## src/rtl/tdc_enabler_mc.sv

```systemverilog
// rtl/tdc_enabler_mc.sv - multi-channel TDC enabler with arm mask, single-shot, watchdog and pile-up count
// One independent gating FSM per channel; edge detection shared across the hit bus.
module tdc_enabler_mc #(
  parameter int N_CH    = 4,
  parameter int TIMEOUT = 1024,
  parameter int TMR_W   = 11,
  parameter int CNT_W   = 8
) (
  input  logic                  clk,
  input  logic                  rst_n,
  input  logic [N_CH-1:0]       hit,
  input  logic [N_CH-1:0]       processing_ended,
  input  logic [N_CH-1:0]       ch_en,
  input  logic                  single_shot,
  input  logic                  rearm,
  input  logic                  clr_cnt,
  output logic [N_CH-1:0]       enable,
  output logic [N_CH-1:0]       rise_edge,
  output logic [N_CH-1:0]       fall_edge,
  output logic [N_CH*CNT_W-1:0] pileup_cnt,
  output logic [N_CH-1:0]       timeout,
  output logic                  busy
);

  typedef enum logic [2:0] {
    S_RESET     = 3'd0,
    S_ARMED     = 3'd1,
    S_RISED     = 3'd2,
    S_BUSY      = 3'd3,
    S_LET_PASS  = 3'd4,
    S_WAIT_FALL = 3'd5,
    S_DONE      = 3'd6
  } state_e;

  logic [N_CH-1:0] hit_q;
  logic [N_CH-1:0] rise;
  logic [N_CH-1:0] fall;
  logic [N_CH-1:0] busy_ch;

  assign rise = hit & ~hit_q;
  assign fall = ~hit & hit_q;
  assign busy = |busy_ch;

  always_ff @(posedge clk or negedge rst_n) begin
    if (!rst_n) begin
      hit_q <= '0;
    end else begin
      hit_q <= hit;
    end
  end

  for (genvar i = 0; i < N_CH; i++) begin : g_ch
    state_e           state_q, state_d, exit_st;
    logic [TMR_W-1:0] timer_q, timer_d;
    logic [CNT_W-1:0] cnt_q, cnt_d;
    logic             to_q, to_d;
    logic             inc;
    logic             expire;

    always_comb begin
      exit_st = single_shot ? S_DONE : (ch_en[i] ? S_ARMED : S_RESET);
      expire  = (TIMEOUT != 0) && (timer_q == TMR_W'(1));
      state_d = state_q;
      to_d    = 1'b0;
      inc     = 1'b0;
      case (state_q)
        S_RESET: begin
          if (ch_en[i]) state_d = S_ARMED;
        end
        S_ARMED: begin
          if (!ch_en[i])    state_d = S_RESET;
          else if (rise[i]) state_d = S_RISED;
        end
        S_RISED: begin
          if (fall[i]) state_d = S_BUSY;
        end
        S_BUSY: begin
          if (rise[i]) begin
            state_d = S_LET_PASS;
            inc     = 1'b1;
          end else if (processing_ended[i]) begin
            state_d = exit_st;
          end else if (expire) begin
            state_d = exit_st;
            to_d    = 1'b1;
          end
        end
        S_LET_PASS: begin
          if (processing_ended[i]) begin
            state_d = S_WAIT_FALL;
          end else if (expire) begin
            state_d = S_WAIT_FALL;
            to_d    = 1'b1;
          end else if (fall[i]) begin
            state_d = S_BUSY;
          end
        end
        S_WAIT_FALL: begin
          if (fall[i]) state_d = exit_st;
        end
        S_DONE: begin
          if (rearm) state_d = ch_en[i] ? S_ARMED : S_RESET;
        end
        default: state_d = S_RESET;
      endcase

      // Watchdog is armed on the stop edge; it free-runs down to zero otherwise.
      if (state_q == S_RISED && fall[i]) begin
        timer_d = TMR_W'(TIMEOUT);
      end else if (timer_q != '0) begin
        timer_d = timer_q - TMR_W'(1);
      end else begin
        timer_d = timer_q;
      end

      if (clr_cnt) begin
        cnt_d = '0;
      end else if (inc && (cnt_q != {CNT_W{1'b1}})) begin
        cnt_d = cnt_q + CNT_W'(1);
      end else begin
        cnt_d = cnt_q;
      end
    end

    always_ff @(posedge clk or negedge rst_n) begin
      if (!rst_n) begin
        state_q <= S_RESET;
        timer_q <= '0;
        cnt_q   <= '0;
        to_q    <= 1'b0;
      end else begin
        state_q <= state_d;
        timer_q <= timer_d;
        cnt_q   <= cnt_d;
        to_q    <= to_d;
      end
    end

    assign enable[i]                     = (state_q == S_ARMED) || (state_q == S_RISED);
    assign rise_edge[i]                  = rise[i] && (state_q == S_ARMED);
    assign fall_edge[i]                  = fall[i] && ((state_q == S_RISED) || (state_q == S_WAIT_FALL));
    assign timeout[i]                    = to_q;
    assign pileup_cnt[i*CNT_W +: CNT_W]  = cnt_q;
    assign busy_ch[i]                    = (state_q == S_RISED) || (state_q == S_BUSY) ||
                                           (state_q == S_LET_PASS) || (state_q == S_WAIT_FALL);
  end

endmodule
```

## config.mk

```make
export PLATFORM = sky130hd
export DESIGN_NAME = tdc_enabler_mc
export DESIGN_NICKNAME = d
export VERILOG_FILES = /design/src/rtl/tdc_enabler_mc.sv
export SDC_FILE = /design/constraint.sdc
export NUM_CORES = 1
export LEC_CHECK = 0
export ABC_AREA = 1
export CORE_ASPECT_RATIO = 0.9
export CORE_MARGIN = 2
export CORE_UTILIZATION = 36
export CTS_CLUSTER_SIZE = 12
export DETAILED_ROUTE_END_ITERATION = 8
export GPL_ROUTABILITY_DRIVEN = 0
export SLEW_MARGIN = 20
export SYNTH_ARGS = -nofsm -noshare
export SYNTH_HDL_FRONTEND = slang
export SYNTH_SLANG_ARGS = --single-unit
```

## constraint.sdc

```tcl
create_clock -name clk -period 3.7 [get_ports clk]
set_input_delay 1.11 -clock clk [delete_from_list [all_inputs] [get_ports clk]]
set_output_delay 1.11 -clock clk [all_outputs]
set_load 0.005 [all_outputs]
```

==> results.py, run 1 <==
metrics = {
    "timing": {
        "tns_ns": 0,
        "setup_viol": 0,
        "fin_crit_sh": 0.979,
        "layout_min_cycle_time_ns": 3.62,
        "clock.fmax_ghz": 0.276,
        "rsz0062_at_grt": "no",
        "final.setup_skew_ns": 0.00568,
        "final-hold-violation-count": 0,
        "tightest_slew_ns": 0.648,
        "relSlewSlack": 0.568,
        "final_max_slew_viol_count": 0,
    },
    "floorplanning": {
        "start_util": 0.370,
        "core_area_um2": 17000,
        "dieHeight_um": 129,
        "dieArea_um2": 18600,
        "rows": 45,
        "die_x_um": 143,
        "io_pins": 66,
    },
    "pwr": {
        "power.density_nw_per_um2": 597,
        "ir_drop_v": 0.000297,
        "leakagePower_nw": 3.85,
    },
    "global_route": {
        "grt_max_degree": 88,
        "grt_pass1_wl_mm": 25.2,
        "grt_antenna_before_repair": 0,
        "grt_overflow_total": 0,
        "grt_pass1_vias": 5348,
        "grtUsageTotal": 0.167,
    },
    "route": {
        "drc": 0,
        "wl_per_cell_um": 11.9,
        "drt_first_pass_iters": 5,
        "first_iter_violations": 300,
        "avgViaCountPerCell": 4.62,
        "ant_nets": 0,
        "num_vias": 5604,
        "routed_wl_mm": 14.5,
    },
    "cells_and_area": {
        "nets": 1007,
        "fin_cells": 1214,
        "diodes": 0,
        "utilization": 0.445,
        "final_area_um2": 7560,
        "area_delta_synth_final_pct": 20.1,
        "drive_gt1_frac": 0.104,
    },
    "yosys": {
        "ys_types": 41,
        "seq_area_frac_synth": 0.382,
        "async_flop_share": 1.00,
        "synth_cells": 900,
        "ys_ff_latch": 96,
        "netlist.area_leader.share": 0.382,
        "synth.area.top_cells": "dfrtp_1, nand2_1, inv_1, nor2_1, nand3_1",
        "yosysWarnings": 0,
        "syn-cell-area_um2": 6290,
        "yosys.area.top_type": "dfrtp_1",
        "yosys.cell_count.top_type": "nand2_1",
        "syn_nets": 933,
        "synth_ff_type": "dfrtp_1",
        "syn_area_per_cell_um2": 6.99,
        "yosys-top-cells-count": "nand2_1, inv_1, nor2_1",
        "synth_edf_count": 0,
    },
    "worst_setup_path": {
        "crit_fanout": 4,
        "crit_type": "in -> out",
        "crit_required_ns": 2.59,
        "cp.arrival_ns": 2.51,
        "startpoint": "hit[3]",
        "r2r-start": "g_ch[2].timer_q[0]",
        "critPathCaptureType": "output pin",
        "cp-start-kind": "input pin",
    },
    "cts": {
        "clkTransAtPathRegs_ns": 0.07,
        "cts_made_buffers": 9,
        "cts-root-buf": "clkbuf_16",
        "post-cts-setup-buffers": 0,
        "postCtsResizedCells": 0,
        "clkLatencyLatePin_ns": 0.35,
        "cts_tree": "done",
        "cts_max_level": 3,
        "clock_path_buffers": 2,
        "holdBufCountCts": 0,
        "clkSinkCount": 96,
    },
    "placement": {
        "port_buffers": 65,
        "dpl.cell_count": 1198,
        "hpwl_mm": 10.8,
        "place_area_um2": 7250,
    },
    "run_status": {
        "status": "complete, no violations",
    },
    "min_path": {
        "worstHoldStart": "g_ch[2].timer_q[1]",
        "worst_hold_path_type": "reg -> reg",
    },
    "run": {
        "maxCapViolCount": 0,
    },
}
## state kept, by name (all words and copies together), names as in the netlist
name and flops:
g_ch.timer_q 44, g_ch.cnt_q 32, g_ch.state_q 12, g_ch.to_q 4, hit_q 4
## cell usage in the layout (no fill, tap or decap), types with 4 or more instances in the layout
cell and count:
or2_2 6, nand2_1 230, o21ai_1 7, nand2_4 4, xor2_1 20, nor3_2 4, nand3_1 64, inv_2 12
inv_1 131, inv_4 4, buf_4 13, a21oi_1 35, dfrtp_1 96, nor3_1 17, nand4_1 19, nor2_2 15
o21ai_0 35, nor2_1 121, nor2_4 8, ha_1 16, clkdlybuf4s50_1 64, clkbuf_16 9, nor3b_1 4, nand2_2 8
## metal layers
| metal | vias up | routed length, um | track usage |
|---|---|---|---|
| met5 | - | 0 | 0 |
| met4 | 0 | 153 | 0.0369 |
| met3 | 11 | 590 | 0.0407 |
| met2 | 83 | 6460 | 0.262 |
| met1 | 2531 | 7250 | 0.236 |
| li1 | 2979 | - | - |
## worst max-delay path: stages
cell and delay (ns):
clkdlybuf4s50_1 0.45, nor2_1 0.19, inv_1 0.08, a21oi_1 0.15
clkdlybuf4s50_1 0.53
## logic make-up (layout without fill, tap and decap cells)
kind of cell	after synthesis	count (layout)	synth area share
buffers and inverters	166	245	0.107
and+or+nand+nor	510	510	0.372
adders and majority gates	16	16	0.0318
AOI/OAI and AO/OA	91	91	0.0785
DFF	96	96	0.382
xor gates and xnor gates	21	21	0.0292
## final cells by class
cell class,instances,area [um2]
Sequential cell,96,2400
Fill cell,1751,9440
Clock buffer,10,239
Tap cell,235,294
Inverter,151,579
Timing Repair Buffer,78,758
Clock inverter,6,67.6
Multi-Input combinational cell,638,3220
## through the flow
| step | hold WS (ns) | worst slack, ns | power (mW) |
|---|---|---|---|
| floorplan | 0.474 | 1.03 | 3.05 |
| global placement | 0.494 | 0.0479 | 3.54 |
| detailed placement | 0.503 | 0.0582 | 3.57 |
| global route | 0.559 | 0.00153 | 4.99 |
| CTS | 0.522 | 0.0550 | 4.56 |
| finish | 0.519 | 0.0780 | 4.51 |
## power by group
group          internal (mW)  leakage, nW  switching, mW  total, mW
clock network          0.545        0.145          0.420      0.965
logic                  0.743         2.47           1.14       1.88
registers               1.35         1.23          0.322       1.67
## worst paths after layout
path / endpoint / slack (ns) / cells after the start
worst max register to register: g_ch[2].timer_q[1] / 2.03 / 8
max in group asynchronous: g_ch[2].cnt_q[0] / 2.41 / 2
min in group asynchronous: hit_q[3] / 0.59 / 1
worst max-delay path: fall_edge[3] / 0.08 / 5
worst min register to register: g_ch[2].timer_q[1] / 0.52 / 2
worst min-delay path: g_ch[2].timer_q[1] / 0.52 / 2
No activity file was read; power rests on OpenSTA's default activity.
==> run 2: changes to the inputs <==
- CORE_UTILIZATION: 36 -> 45
- PLACE_DENSITY: unset -> 0.66
- clock period: 3.7 -> 3.8 ns (I/O delays scaled with it)
==> results.py, run 2 (synthesis results as in run 1) <==
metrics = {
    "cts": {
        "cts_made_buffers": 9,
        "holdBufCountCts": 0,
        "postCtsResizedCells": 0,
        "clkTransAtPathRegs_ns": 0.06,
        "cts-root-buf": "clkbuf_16",
        "clkSinkCount": 96,
        "cts_tree": "done",
        "clock_path_buffers": 2,
        "post-cts-setup-buffers": 0,
        "clkLatencyLatePin_ns": 0.35,
        "cts_max_level": 3,
    },
    "worst_setup_path": {
        "endpoint": "fall_edge[3]",
        "r2r-end": "g_ch[2].timer_q[1]",
        "crit_fanout": 4,
        "startpoint": "hit[3]",
        "crit_type": "in -> out",
        "slowest_delay_ns": 0.52,
        "cpMostUsedCell": "clkdlybuf4s50_1",
        "cp-start-kind": "input pin",
        "path_buf_inv": 3,
        "r2r_cells": 8,
        "r2r_slack_ns": 2.13,
        "critical_path_depth": 5,
        "crit_path_top_delay_cell": "clkdlybuf4s50_1",
        "cp.arrival_ns": 2.53,
        "crit_family": "buffers and inverters",
        "path_cells": "clkdlybuf4s50_1 -> nor2_1 -> inv_1 -> a21oi_1 -> clkdlybuf4s50_1",
        "crit_required_ns": 2.66,
        "r2r-start": "g_ch[2].timer_q[0]",
        "critPathCaptureType": "output pin",
    },
    "route": {
        "num_vias": 5611,
        "avgViaCountPerCell": 4.90,
        "wl_per_cell_um": 12.3,
        "ant_nets": 0,
        "first_iter_violations": 389,
        "routed_wl_mm": 14.1,
        "drt_first_pass_iters": 4,
        "drc": 0,
    },
    "timing": {
        "tns_ns": 0,
        "setup_viol": 0,
        "setup_slack_ns": 0.134,
        "layout_min_cycle_time_ns": 3.67,
        "final.setup_skew_ns": 0.00492,
        "final-hold-violation-count": 0,
        "tightest_slew_ns": 0.592,
        "relSlewSlack": 0.605,
        "fin_crit_sh": 0.965,
        "clock.fmax_ghz": 0.273,
        "rsz0062_at_grt": "no",
        "final_max_slew_viol_count": 0,
        "hold_slack_ns": 0.515,
    },
    "pwr": {
        "internal_power_mw": 2.62,
        "ir_drop_v": 0.000368,
        "leakagePower_nw": 3.84,
        "power_mw": 4.44,
        "power.density_nw_per_um2": 595,
        "switchingPower_mw": 1.81,
        "swShare": 0.408,
        "pwr-share-seq": 0.366,
        "p_clk_frac": 0.222,
        "p_comb_frac": 0.412,
    },
    "min_path": {
        "worst_hold_path_type": "reg -> reg",
        "whs_path_depth": 2,
    },
    "global_route": {
        "grt_pass1_wl_mm": 24.4,
        "grt_overflow_total": 0,
        "grt_max_degree": 46,
        "grt_pass1_vias": 5229,
        "grtUsageTotal": 0.202,
        "grt_antenna_before_repair": 0,
    },
    "run_status": {
        "status": "complete, no violations",
    },
    "cells_and_area": {
        "n_fill_cell": 1297,
        "diodes": 0,
        "regMostFlops": "g_ch.timer_q",
        "layout_commonest_cell": "nand2_1",
        "fin_cells": 1144,
        "area_delta_synth_final_pct": 18.5,
        "largest_register_ffs": 44,
        "drive_gt1_frac": 0.100,
        "final_cell_mix": "nand2_1, inv_1, nor2_1, dfrtp_1",
        "nets": 1004,
        "biggestRegsByFlops": "g_ch.timer_q (44), g_ch.cnt_q (32), g_ch.state_q (12)",
    },
    "placement": {
        "dpl.cell_count": 1128,
        "port_buffers": 65,
        "hpwl_mm": 10.6,
        "dp_slack_ns": 0.109,
    },
    "floorplanning": {
        "io_pins": 66,
        "start_util": 0.466,
        "die_x_um": 129,
        "dieHeight_um": 116,
        "core_area_um2": 13500,
        "rows": 40,
        "dieArea_um2": 15000,
    },
    "run": {
        "maxCapViolCount": 0,
    },
}
==> run 2: changes by cell type in the layout (fill, tap and decap cells not counted) <==
cell       delta
bufinv_16     +1
inv_6         -1
clkbuf_1      +1
clkinv_4      -1
buf_12        -1
buf_4         -2
==> run 2: cell type report <==
class                      instances  area, um2  share of cell area
clock inverter                     5       80.1              0.0107
clock buffer                      11        243              0.0325
multi-input combinational        638       3220               0.432
tap                              168        210              0.0282
inverter                         151        579              0.0777
timing repair buffer              75        723              0.0970
sequential                        96       2400               0.322
==> run 2: worst min-delay path by stage <==
stage	start	end	slack (ns)
after global placement	g_ch[0].timer_q[1]	g_ch[0].timer_q[1]	0.50
after floorplan	g_ch[2].timer_q[1]	g_ch[2].timer_q[1]	0.47
after global routing	g_ch[3].timer_q[7]	g_ch[3].timer_q[7]	0.56
final	g_ch[0].timer_q[1]	g_ch[0].timer_q[1]	0.51
after CTS	g_ch[0].timer_q[1]	g_ch[0].timer_q[1]	0.52
after detailed placement	g_ch[0].timer_q[1]	g_ch[0].timer_q[1]	0.51
==> run 2: worst min-delay path: stages, from the launching register on <==
cell     delay, ns
dfrtp_1       0.36
nand2_1       0.07
o31ai_2       0.05
==> run 2: power groups by stage <==
stage                     logic [mW]  registers, mW  clock network [mW]
after floorplan                 1.46           1.52                   0
after global placement          1.81           1.63                   0
after detailed placement        1.83           1.64                   0
after CTS                       1.84           1.62                1.01
after global routing            2.13           1.68                1.07
final                           1.83           1.63               0.983
==> run 2: per-layer routing <==
metal / wire length (um) / global-route usage / up-vias
met5: 0 / 0 / -
met4: 102 / 0.0435 / 0
met3: 652 / 0.0458 / 5
met2: 6030 / 0.312 / 115
met1: 7340 / 0.293 / 2522
li1: - / - / 2969
==> run 2: through the flow <==
stage | util | instance area (um2)
floorplan | - | 6290
global placement | 0.528 | 7140
detailed placement | 0.528 | 7140
CTS | 0.552 | 7460
global route | 0.552 | 7460
finish | 0.552 | 7460
==> run 3: changes to the inputs <==
- CAP_MARGIN: unset -> 20
- SKIP_LAST_GASP: unset -> 1
- clock period: 3.8 -> 3.59 ns (I/O delays scaled with it)
==> results.py, run 3 (synthesis results as in run 1) <==
metrics = {
    "global_route": {
        "grt_max_degree": 56,
        "grt_pass1_wl_mm": 24.1,
        "top_usage_layer": "met2",
        "gr-usage-met3": 0.0431,
        "grt_pass1_vias": 5154,
        "grt_use_met2": 0.300,
        "grt_antenna_before_repair": 0,
        "grtUsageTotal": 0.201,
        "grt_overflow_total": 0,
        "gr-usage-met1": 0.293,
    },
    "timing": {
        "final.setup_skew_ns": 0.00576,
        "layout_min_cycle_time_ns": 3.49,
        "tightest_slew_ns": 0.724,
        "clock.fmax_ghz": 0.286,
        "relSlewSlack": 0.518,
        "final_max_slew_viol_count": 0,
        "fin_crit_sh": 0.972,
        "tns_ns": 0,
        "rsz0062_at_grt": "no",
        "setup_viol": 0,
        "final-hold-violation-count": 0,
    },
    "worst_setup_path": {
        "path_cells": "clkdlybuf4s50_1 -> nor2_2 -> inv_1 -> a21oi_1 -> clkdlybuf4s50_1",
        "crit_type": "in -> out",
        "cp.arrival_ns": 2.41,
        "path_buf_inv": 3,
        "cp-start-kind": "input pin",
        "r2r_slack_ns": 1.90,
        "slowest_delay_ns": 0.52,
        "critPathCaptureType": "output pin",
        "cpMostUsedCell": "clkdlybuf4s50_1",
        "crit_path_top_delay_cell": "clkdlybuf4s50_1",
        "crit_fanout": 4,
        "crit_family": "buffers and inverters",
        "crit_required_ns": 2.51,
    },
    "placement": {
        "place_area_um2": 7180,
        "port_buffers": 65,
        "dpl.cell_count": 1132,
        "hpwl_mm": 10.6,
    },
    "floorplanning": {
        "dieHeight_um": 116,
        "io_pins": 66,
        "die_x_um": 129,
        "core_area_um2": 13500,
        "start_util": 0.466,
        "dieArea_um2": 15000,
        "rows": 40,
    },
    "pwr": {
        "power_mw": 4.66,
        "power.density_nw_per_um2": 622,
        "leakagePower_nw": 3.86,
        "ir_drop_v": 0.000285,
    },
    "cts": {
        "clkLatencyLatePin_ns": 0.35,
        "cts_made_buffers": 9,
        "cts-root-buf": "clkbuf_16",
        "clkSinkCount": 96,
        "clock_path_buffers": 2,
        "cts_tree": "done",
        "clkTransAtPathRegs_ns": 0.06,
        "cts_max_level": 3,
    },
    "cells_and_area": {
        "diodes": 0,
        "layout_commonest_cell": "nand2_1",
        "n_fill_cell": 1335,
        "final_cell_mix": "nand2_1, inv_1, nor2_1, dfrtp_1, nand3_1",
        "multiInputGateArea_um2": 3230,
        "biggestRegsByFlops": "g_ch.timer_q (44), g_ch.cnt_q (32), g_ch.state_q (12)",
        "nets": 1008,
        "largest_register_ffs": 44,
        "seqCellArea_um2": 2400,
        "area_delta_synth_final_pct": 18.9,
        "regMostFlops": "g_ch.timer_q",
        "fin_cells": 1148,
        "drive_gt1_frac": 0.104,
        "final_area_um2": 7490,
    },
    "route": {
        "wl_per_cell_um": 12.4,
        "avgViaCountPerCell": 4.95,
        "num_vias": 5682,
        "drt_first_pass_iters": 4,
        "drc": 0,
        "routed_wl_mm": 14.3,
        "ant_nets": 0,
        "first_iter_violations": 388,
    },
    "run_status": {
        "status": "complete, no violations",
    },
    "min_path": {
        "worst_hold_path_type": "reg -> reg",
    },
    "run": {
        "maxCapViolCount": 0,
    },
}
==> run 3: power breakdown <==
group	internal, mW	switching, mW	total [mW]
combinational	0.764	1.19	1.95
sequential	1.39	0.335	1.72
clock	0.579	0.398	0.978
==> run 3: area by class of cell <==
class / instances / share of cell area
Inverter: 151 / 0.0774
Clock buffer: 14 / 0.0353
Tap cell: 168 / 0.0281
Timing Repair Buffer: 79 / 0.103
Sequential cell: 96 / 0.321
Multi-Input combinational cell: 638 / 0.431
Clock inverter: 2 / 0.00501
==> run 3: what timing repair did <==
action | in CTS | in global routing
hold endpoints to repair | 0 | 0
setup buffers | 0 | 0
hold buffers | 0 | 0
setup endpoints to repair | 0 | 2
gates resized for setup | 0 | 3
==> run 3: layer usage <==
metal,vias to the layer above,part of all wire
met2,124,0.42
met4,0,0.0093
met1,2585,0.52
met3,9,0.051
li1,2964,-
met5,-,0
==> run 3: worst reg2reg max path, cell delays in order, from the launching register on <==
cell     delay, ns
dfrtp_1       0.40
inv_1         0.14
ha_1          0.16
inv_1         0.04
nor2_1        0.22
nand3_1       0.22
nor2_1        0.27
nand2_1       0.08
o31ai_1       0.07
==> run 3: final timing paths <==
| path | cells past startpoint | end | startpoint |
|---|---|---|---|
| min reg2reg | 2 | g_ch[2].timer_q[1] | g_ch[2].timer_q[1] |
| min in group asynchronous | 1 | g_ch[3].timer_q[2] | rst_n |
| max | 5 | fall_edge[3] | hit[3] |
| min | 2 | g_ch[2].timer_q[1] | g_ch[2].timer_q[1] |
| max in group asynchronous | 2 | g_ch[2].cnt_q[4] | rst_n |
| max reg2reg | 8 | g_ch[2].timer_q[1] | g_ch[2].timer_q[0] |
==> run 3: per-stage QoR <==
| stage | hold slack (ns) | util | worst slack (ns) |
|---|---|---|---|
| final | 0.513 | 0.554 | 0.0994 |
| after global routing | 0.550 | 0.554 | 0.00803 |
| after CTS | 0.518 | 0.554 | 0.0405 |
| after detailed placement | 0.502 | 0.531 | 0.0405 |
| after global placement | 0.499 | 0.531 | 0.0670 |
| after floorplan | 0.474 | - | 0.983 |
